## config.mk

```make
export PLATFORM = sky130hd
export DESIGN_NAME = mem_arbiter
export DESIGN_NICKNAME = d
export VERILOG_FILES = /design/src/rtl/mem_arbiter.sv
export SDC_FILE = /design/constraint.sdc
export NUM_CORES = 1
export LEC_CHECK = 0
export CAP_MARGIN = 20
export CORE_MARGIN = 2
export CORE_UTILIZATION = 41
export CTS_CLUSTER_SIZE = 20
export DETAILED_ROUTE_END_ITERATION = 7
export GPL_TIMING_DRIVEN = 0
export HOLD_SLACK_MARGIN = 0.06
export PLACE_DENSITY = 0.9
export SYNTH_ARGS = -nofsm -noshare
export SYNTH_HDL_FRONTEND = slang
export SYNTH_SLANG_ARGS = --single-unit
```

## constraint.sdc

```tcl
create_clock -name clk -period 2.1 [get_ports clk]
set_input_delay 0.315 -clock clk [delete_from_list [all_inputs] [get_ports clk]]
set_output_delay 0.315 -clock clk [all_outputs]
set_load 0.1 [all_outputs]
```

## src/rtl/mem_arbiter.sv

```systemverilog
// mem_arbiter: arbitrates a read-only fetch port (if_*) and a load/store port (ls_*)
// onto a single main_memory port, one transaction at a time.
//   clk, rst            : single clock, synchronous active-high reset
//   if_req/if_addr      : fetch request (always a read); if_gnt, if_valid, if_rdata, if_err back
//   ls_req/ls_we/ls_addr/ls_wdata : load/store request; ls_gnt, ls_valid, ls_rdata, ls_err back
//   mem_address, mem_data_in, mem_write, mem_waring (read strobe) : to memory
//   mem_done, mem_read_value : from memory
// Define MEM_ARB_RR_EN for round-robin on simultaneous requests; default is fixed LS priority.
module mem_arbiter #(
    parameter int ADDR_W  = 10,
    parameter int DATA_W  = 32,
    parameter int TIMEOUT = 16
) (
    input  logic              clk,
    input  logic              rst,
    input  logic              if_req,
    input  logic [ADDR_W-1:0] if_addr,
    output logic              if_gnt,
    output logic              if_valid,
    output logic [DATA_W-1:0] if_rdata,
    output logic              if_err,
    input  logic              ls_req,
    input  logic              ls_we,
    input  logic [ADDR_W-1:0] ls_addr,
    input  logic [DATA_W-1:0] ls_wdata,
    output logic              ls_gnt,
    output logic              ls_valid,
    output logic [DATA_W-1:0] ls_rdata,
    output logic              ls_err,
    output logic [ADDR_W-1:0] mem_address,
    output logic [DATA_W-1:0] mem_data_in,
    output logic              mem_write,
    output logic              mem_waring,
    input  logic              mem_done,
    input  logic [DATA_W-1:0] mem_read_value
);
    typedef enum logic [1:0] {IDLE, BUSY_IF, BUSY_LS} state_t;
    state_t            state_q;
    logic [7:0]        cnt_q;
    logic [ADDR_W-1:0] addr_q;
    logic [DATA_W-1:0] wdata_q;
    logic              we_q;
    logic              if_gnt_q, if_valid_q, if_err_q, ls_gnt_q, ls_valid_q, ls_err_q;
    logic [DATA_W-1:0] if_rdata_q, ls_rdata_q;
    logic              pick_ls_d;
    logic              busy;
`ifdef MEM_ARB_RR_EN
    logic              last_ls_q;
    // on contention, the requester that did not win last time goes first
    assign pick_ls_d = ls_req && (!if_req || !last_ls_q);
`else
    assign pick_ls_d = ls_req;
`endif
    assign busy        = state_q != IDLE;
    assign mem_address = addr_q;
    assign mem_data_in = wdata_q;
    assign mem_write   = busy && we_q;
    assign mem_waring  = busy && !we_q;
    assign if_gnt      = if_gnt_q;
    assign if_valid    = if_valid_q;
    assign if_err      = if_err_q;
    assign if_rdata    = if_rdata_q;
    assign ls_gnt      = ls_gnt_q;
    assign ls_valid    = ls_valid_q;
    assign ls_err      = ls_err_q;
    assign ls_rdata    = ls_rdata_q;

    always_ff @(posedge clk) begin
        if (rst) begin
            state_q    <= IDLE;
            cnt_q      <= '0;
            addr_q     <= '0;
            wdata_q    <= '0;
            we_q       <= 1'b0;
            if_gnt_q   <= 1'b0;
            if_valid_q <= 1'b0;
            if_err_q   <= 1'b0;
            ls_gnt_q   <= 1'b0;
            ls_valid_q <= 1'b0;
            ls_err_q   <= 1'b0;
            if_rdata_q <= '0;
            ls_rdata_q <= '0;
`ifdef MEM_ARB_RR_EN
            last_ls_q  <= 1'b0;
`endif
        end else begin
            if_gnt_q   <= 1'b0;
            if_valid_q <= 1'b0;
            if_err_q   <= 1'b0;
            ls_gnt_q   <= 1'b0;
            ls_valid_q <= 1'b0;
            ls_err_q   <= 1'b0;
            if (state_q == IDLE) begin
                if (if_req || ls_req) begin
                    state_q  <= pick_ls_d ? BUSY_LS : BUSY_IF;
                    cnt_q    <= '0;
                    addr_q   <= pick_ls_d ? ls_addr : if_addr;
                    wdata_q  <= pick_ls_d ? ls_wdata : '0;
                    we_q     <= pick_ls_d && ls_we;
                    if_gnt_q <= !pick_ls_d;
                    ls_gnt_q <= pick_ls_d;
`ifdef MEM_ARB_RR_EN
                    last_ls_q <= pick_ls_d;
`endif
                end
            end else if (mem_done) begin
                // completion wins over a coinciding timeout
                state_q <= IDLE;
                if (state_q == BUSY_LS) begin
                    ls_valid_q <= 1'b1;
                    ls_rdata_q <= mem_read_value;
                end else begin
                    if_valid_q <= 1'b1;
                    if_rdata_q <= mem_read_value;
                end
            end else if (cnt_q == 8'(TIMEOUT - 1)) begin
                // TIMEOUT BUSY cycles elapsed without completion
                state_q  <= IDLE;
                ls_err_q <= state_q == BUSY_LS;
                if_err_q <= state_q == BUSY_IF;
            end else begin
                cnt_q <= cnt_q + 8'd1;
            end
        end
    end
endmodule

```

==> run summary, run 1 <==
DRC - 0
synth warn - 0
commonest non-fill, non-tap cells in the layout - nand2_1 (131), dfxtp_1 (123), dlygate4sd2_1 (95), clkdlybuf4s50_1 (86), a21oi_1 (67)
DR pass1 iterations - 4
initial antenna violation count - 0
Antenna Cells - 0
worst path buffer plus inverter count - 1
RSZ-0062 raised after global routing - false
H-tree depth - 4
CTS tree - built
ys flop type - dfxtp_1
Die Width - 107 µm
Post-Place Setup Slack - -0.347 ns
final setup violation count - 0
Crit path max-delay family - buffers and inverters
nets - 787
Pleak - 3.00 nW
Tmin final - 2.05 ns
Die ar. - 11400 µm²
clk_skew - 0.00594 ns
number of synthesized register bits - 123
crit path kind - flop to output pin
clock buffer count from CTS - 17
Placer Congestion - 0.844
CTS Root Cell - clkbuf_8
CP Cell Sequence - dlygate4sd2_1
worst hold path class - input pin to flop
gr ovfl total - 0
Worst-Margin Slew - 1.01 ns
Synth async-reset ratio - 0%
CTS sink count - 123
dpl hpwl - 9930 µm
postcts setup bufs - 0
share of cells above drive strength 1 - 6.50%
Final Slew Violations - 0
fmax - 487 MHz
initial core utilization - 42.0%
post-cts gate resize count - 126
core footprint - 10300 µm²
Final ANT Viol Nets - 0
Max stage delay on crit path - 0.89 ns
startpoint types - flop
synthesized area - 4310 µm²
post-DR vias/cell - 5.13
Unique masters post-synth - 37
vias in the first global route - 4323
input/output buffers - 200
CTS clock-pin slew for the worst setup and hold paths - 0.05 ns
area grow syn2layout - 60.9%
Via Count - 4327
final cell count without fillers - 844
row count - 37
number of synthesized flops with an enable pin - 0
crit path capture type - output pin
Max Cap Viol - 0
Ports - 204
Crit path required time - 1.78 ns
critical path arrival - 1.74 ns
Die Span Y - 107 µm
Avg Inst Size Synth - 9.03 µm²
peak supply drop - 0.600 mV
CP Max Fanout - 2
sequential fraction of the synthesis area - 57.1%
CTS Hold Bufs - 0
Syn Inst Count - 478
status - finished, final reports clean
final WL - 13500 µm
fin crit share - 97.8%
Cell Pwr Density - 967 nW/µm²
clk buf depth - 2
Max-slew headroom - 32.9%
initial DRC count - 219
Skew-Pair Late Insertion Delay - 0.52 ns
Mapped Nets - 569
first-pass GRT wire length - 21500 µm
placed insts - 814
DR WL/cell - 16.0 µm
Final WS setup - 0.0471 ns
Critical Path Slowest Stage Cell - dlygate4sd2_1
largest net degree at the start of global routing - 17
most common cell after layout, fill and taps aside - nand2_1
aggregate global-route resource usage - 24.3%
Final Hold Viols - 0
-- per-stage QoR --
step	hold WS [ns]	setup TNS [ns]	utilization, %	power, W	cell area (µm²)
floorplan	0.448	0	-	0.00346	4310
global route	0.262	0	67.5	0.00693	6940
detailed placement	0.447	-0.364	63.1	0.00390	6490
CTS	0.238	-0.0288	67.5	0.00676	6930
global placement	0.441	-0.351	63.1	0.00388	6490
finish	0.255	0	67.5	0.00671	6940
-- layout make-up --
cell class	count	area (µm²)
plain buffers	38	156
clock buffers	23	447
multi-input cells	314	1690
inverters	2	7.51
flip-flops and latches	123	2460
repair buffers	200	1870
well taps	136	170
clock inverters	8	143
fillers	835	3340
-- cells in the mapped netlist (all sizes together) (3+ instances only) --
cell type  instances  area, µm²
nand2            131        492
dfxtp            123       2460
a21oi             68        344
a22o              33        289
clkbuf            27        103
nor2              18       70.1
buf               12       57.6
a211oi            11       82.6
mux2i             11        110
nand3              9       45.0
o211ai             5       37.5
and2               3       18.8
-- flip-flops by register name, summed over array words and instances (netlist names) --
signal / cells
ls_valid: 1
ls_gnt: 1
if_rdata: 32
mem_address: 10
if_gnt: 1
cnt_q: 8
state_q: 2
mem_data_in: 32
ls_err: 1
ls_rdata: 32
we_q: 1
if_valid: 1
if_err: 1
-- routing by layer --
metal / global-route usage [%] / vias up / part of all wire (%)
li1: - / 2086 / -
met1: 27.2 / 2043 / 41
met2: 40.7 / 182 / 48
met3: 10.7 / 16 / 9.6
met4: 9.65 / 0 / 1.3
met5: 0 / - / 0
-- final timing paths --
kind                startpoint              to  slack (ns)  depth (start not counted)
hold reg to reg   ls_rdata[29]    ls_rdata[29]        0.45                          2
setup / recovery   ls_rdata[1]     ls_rdata[1]        0.05                          1
hold / removal          ls_req  mem_address[0]        0.25                          3
setup reg to reg      cnt_q[0]        cnt_q[5]        0.22                          5
-- cells by family after synthesis --
logic type      share of synthesized area (%)
simple gates                             17.3
compound gates                           18.9
flops                                    57.1
buf+inv                                  3.89
mux                                      2.55
fa+ha+maj                               0.290
-- where the power goes --
part | internal (W) | switching, W
logic | 0.000334 | 0.000968
registers | 0.00244 | 0.0000505
clock network | 0.00194 | 0.000977
total | 0.00471 | 0.00200
Note: power is estimated with default switching activity, not from simulation.
==> run 2: changes to the inputs <==
--- a/config.mk
+++ b/config.mk
@@ -6,7 +6,7 @@
 export NUM_CORES = 1
 export LEC_CHECK = 0
 export CAP_MARGIN = 20
-export CORE_MARGIN = 2
+export CORE_MARGIN = 3
 export CORE_UTILIZATION = 41
 export CTS_CLUSTER_SIZE = 20
 export DETAILED_ROUTE_END_ITERATION = 7
==> run summary, run 2 (synthesis gave the netlist of run 1 again) <==
Via Count - 4308 (-0.44%)
Max Cap Viol - 0 (unchanged)
Crit path required time - 1.78 ns (about the same)
RSZ-0062 raised after global routing - false
worst hold path class - input pin to flop
reg-to-reg endpoint - cnt_q[5]
area grow syn2layout - 60.4%
status - finished, final reports clean
crit path capture type - output pin
Final Slew Violations - 0 (unchanged)
Final Hold Viols - 0 (unchanged)
most common cell after layout, fill and taps aside - nand2_1
Hold Path Cell Cnt - 3 (unchanged)
Die Width - 109 µm (+1.9%)
core footprint - 10000 µm² (-2.7%)
setup TNS - 0 ns (unchanged)
clk buf depth - 2 (unchanged)
peak supply drop - 0.716 mV (+19%)
commonest non-fill, non-tap cells in the layout - nand2_1 (131), dfxtp_1 (123), dlygate4sd2_1 (99), clkdlybuf4s50_1 (86), a21oi_1 (67)
Hold Slack - 0.247 ns (-0.00777 ns)
Die Span Y - 109 µm (+1.9%)
design area - 6920 µm² (-0.31%)
final WL - 13900 µm (+3.2%)
crit path kind - flop to output pin
Cell Pwr Density - 949 nW/µm² (-1.8%)
startpoint types - flop
fin crit share - 97.7% (about the same)
gr ovfl total - 0 (unchanged)
row count - 36 (-2.7%)
Skew-Pair Late Insertion Delay - 0.51 ns (about the same)
DR WL/cell - 16.6 µm (+3.6%)
worst reg2reg path depth - 5 (unchanged)
critical path arrival - 1.74 ns (about the same)
CTS tree - built
Max stage delay on crit path - 0.88 ns (about the same)
first-pass GRT wire length - 21400 µm (-0.45%)
input/output buffers - 200 (unchanged)
initial antenna violation count - 0 (unchanged)
clk_skew - 0.00652 ns (+0.000583 ns)
Critical Path Slowest Stage Cell - dlygate4sd2_1
Placement Cell Area - 6480 µm² (about the same)
worst path buffer plus inverter count - 1 (unchanged)
largest net degree at the start of global routing - 17 (unchanged)
DRC - 0 (unchanged)
initial core utilization - 43.1% (+1.2 points)
Crit path max-delay family - buffers and inverters
Ports - 204 (unchanged)
postcts setup bufs - 0 (unchanged)
Tmin final - 2.05 ns (-0.00178 ns)
Placer Congestion - 0.820 (-2.8%)
Worst-Margin Slew - 1.05 ns (+0.0350 ns)
post-DR vias/cell - 5.13 (about the same)
share of cells above drive strength 1 - 6.51% (+0.0092 points)
Die ar. - 11800 µm² (+3.8%)
Final ANT Viol Nets - 0 (unchanged)
Core Util, Final - 69.2% (+1.7 points)
Antenna Cells - 0 (unchanged)
nets - 787 (unchanged)
vias in the first global route - 4361 (+0.88%)
fmax - 488 MHz (about the same)
CTS Hold Bufs - 0 (unchanged)
hold path start - ls_req
Pleak - 3.01 nW (+0.12%)
aggregate global-route resource usage - 23.5% (-0.81 points)
CTS sink count - 123 (unchanged)
CP Max Fanout - 2 (unchanged)
H-tree depth - 4 (unchanged)
CP Cell Sequence - dlygate4sd2_1
dpl hpwl - 10200 µm (+2.8%)
worst r2r src - cnt_q[0]
Max-slew headroom - 30.5% (-2.3 points)
Hold Crit Endpoint - mem_address[9]
clock buffer count from CTS - 17 (unchanged)
R2R Setup Slk - 0.22 ns (about the same)
DR pass1 iterations - 5 (+1)
CTS clock-pin slew for the worst setup and hold paths - 0.06 ns (about the same)
CTS Root Cell - clkbuf_8
post-cts gate resize count - 127 (+0.79%)
initial DRC count - 236 (+7.8%)
final setup violation count - 0 (unchanged)
==> run 2: cell count changes in the layout (fill, tap and decap cells not counted), moves of 2 or more <==
cell	before	now
clkbuf_1	30	27
clkbuf_8	2	5
dlygate4sd2_1	95	99
clkbuf_2	3	0
clkdlybuf4s15_1	15	13
bufinv_16	4	2
==> run 2: worst max path at each step <==
| stage | startpoint | end | slack, ns | cells past startpoint |
|---|---|---|---|---|
| after floorplan | state_q[1] | mem_waring | 0.008 | 3 |
| after global placement | state_q[1] | mem_write | -0.35 | 5 |
| after detailed placement | state_q[1] | mem_write | -0.37 | 5 |
| after CTS | state_q[1] | mem_write | -0.02 | 5 |
| after global routing | ls_rdata[20] | ls_rdata[20] | 0.0005 | 1 |
| final | if_rdata[12] | if_rdata[12] | 0.05 | 1 |
==> run 2: routing by layer <==
metal / up-vias / track usage, % / part of all wire (%)
li1: 2079 / - / -
met2: 203 / 41.1 / 49
met3: 15 / 10.8 / 11
met4: 0 / 7.57 / 1.1
met1: 2011 / 25.1 / 39
met5: - / 0 / 0
==> run 2: worst reg2reg max path, stage by stage (launching register included) <==
cell,delay [ns]
dfxtp_1,0.34
ha_1,0.24
and3_1,0.23
a211o_1,0.30
or4_1,0.51
a31oi_1,0.18
==> run 2: per-stage QoR <==
stage               worst slack, ns  cells  power (W)
floorplan                   0.00827    478    0.00346
global placement             -0.350    811    0.00388
detailed placement           -0.369    811    0.00390
CTS                         -0.0177    841    0.00662
global route               0.000531    840    0.00679
finish                       0.0489    840    0.00657
==> run 2: area by class of cell <==
type	instances	area, µm²
plain buffers	38	159
clock buffers	23	477
clock inverters	7	90.1
fillers	809	3080
inverters	2	7.51
multi-input cells	314	1680
flip-flops and latches	123	2460
well taps	133	166
repair buffers	200	1870
==> run 2: power by group <==
group	total, W	internal [W]	leakage [nW]	switching (W)
Combinational	0.00130	0.000334	1.73	0.000971
Sequential	0.00249	0.00244	1.00	0.0000504
Clock	0.00278	0.00179	0.276	0.000987
Total	0.00657	0.00456	3.01	0.00201
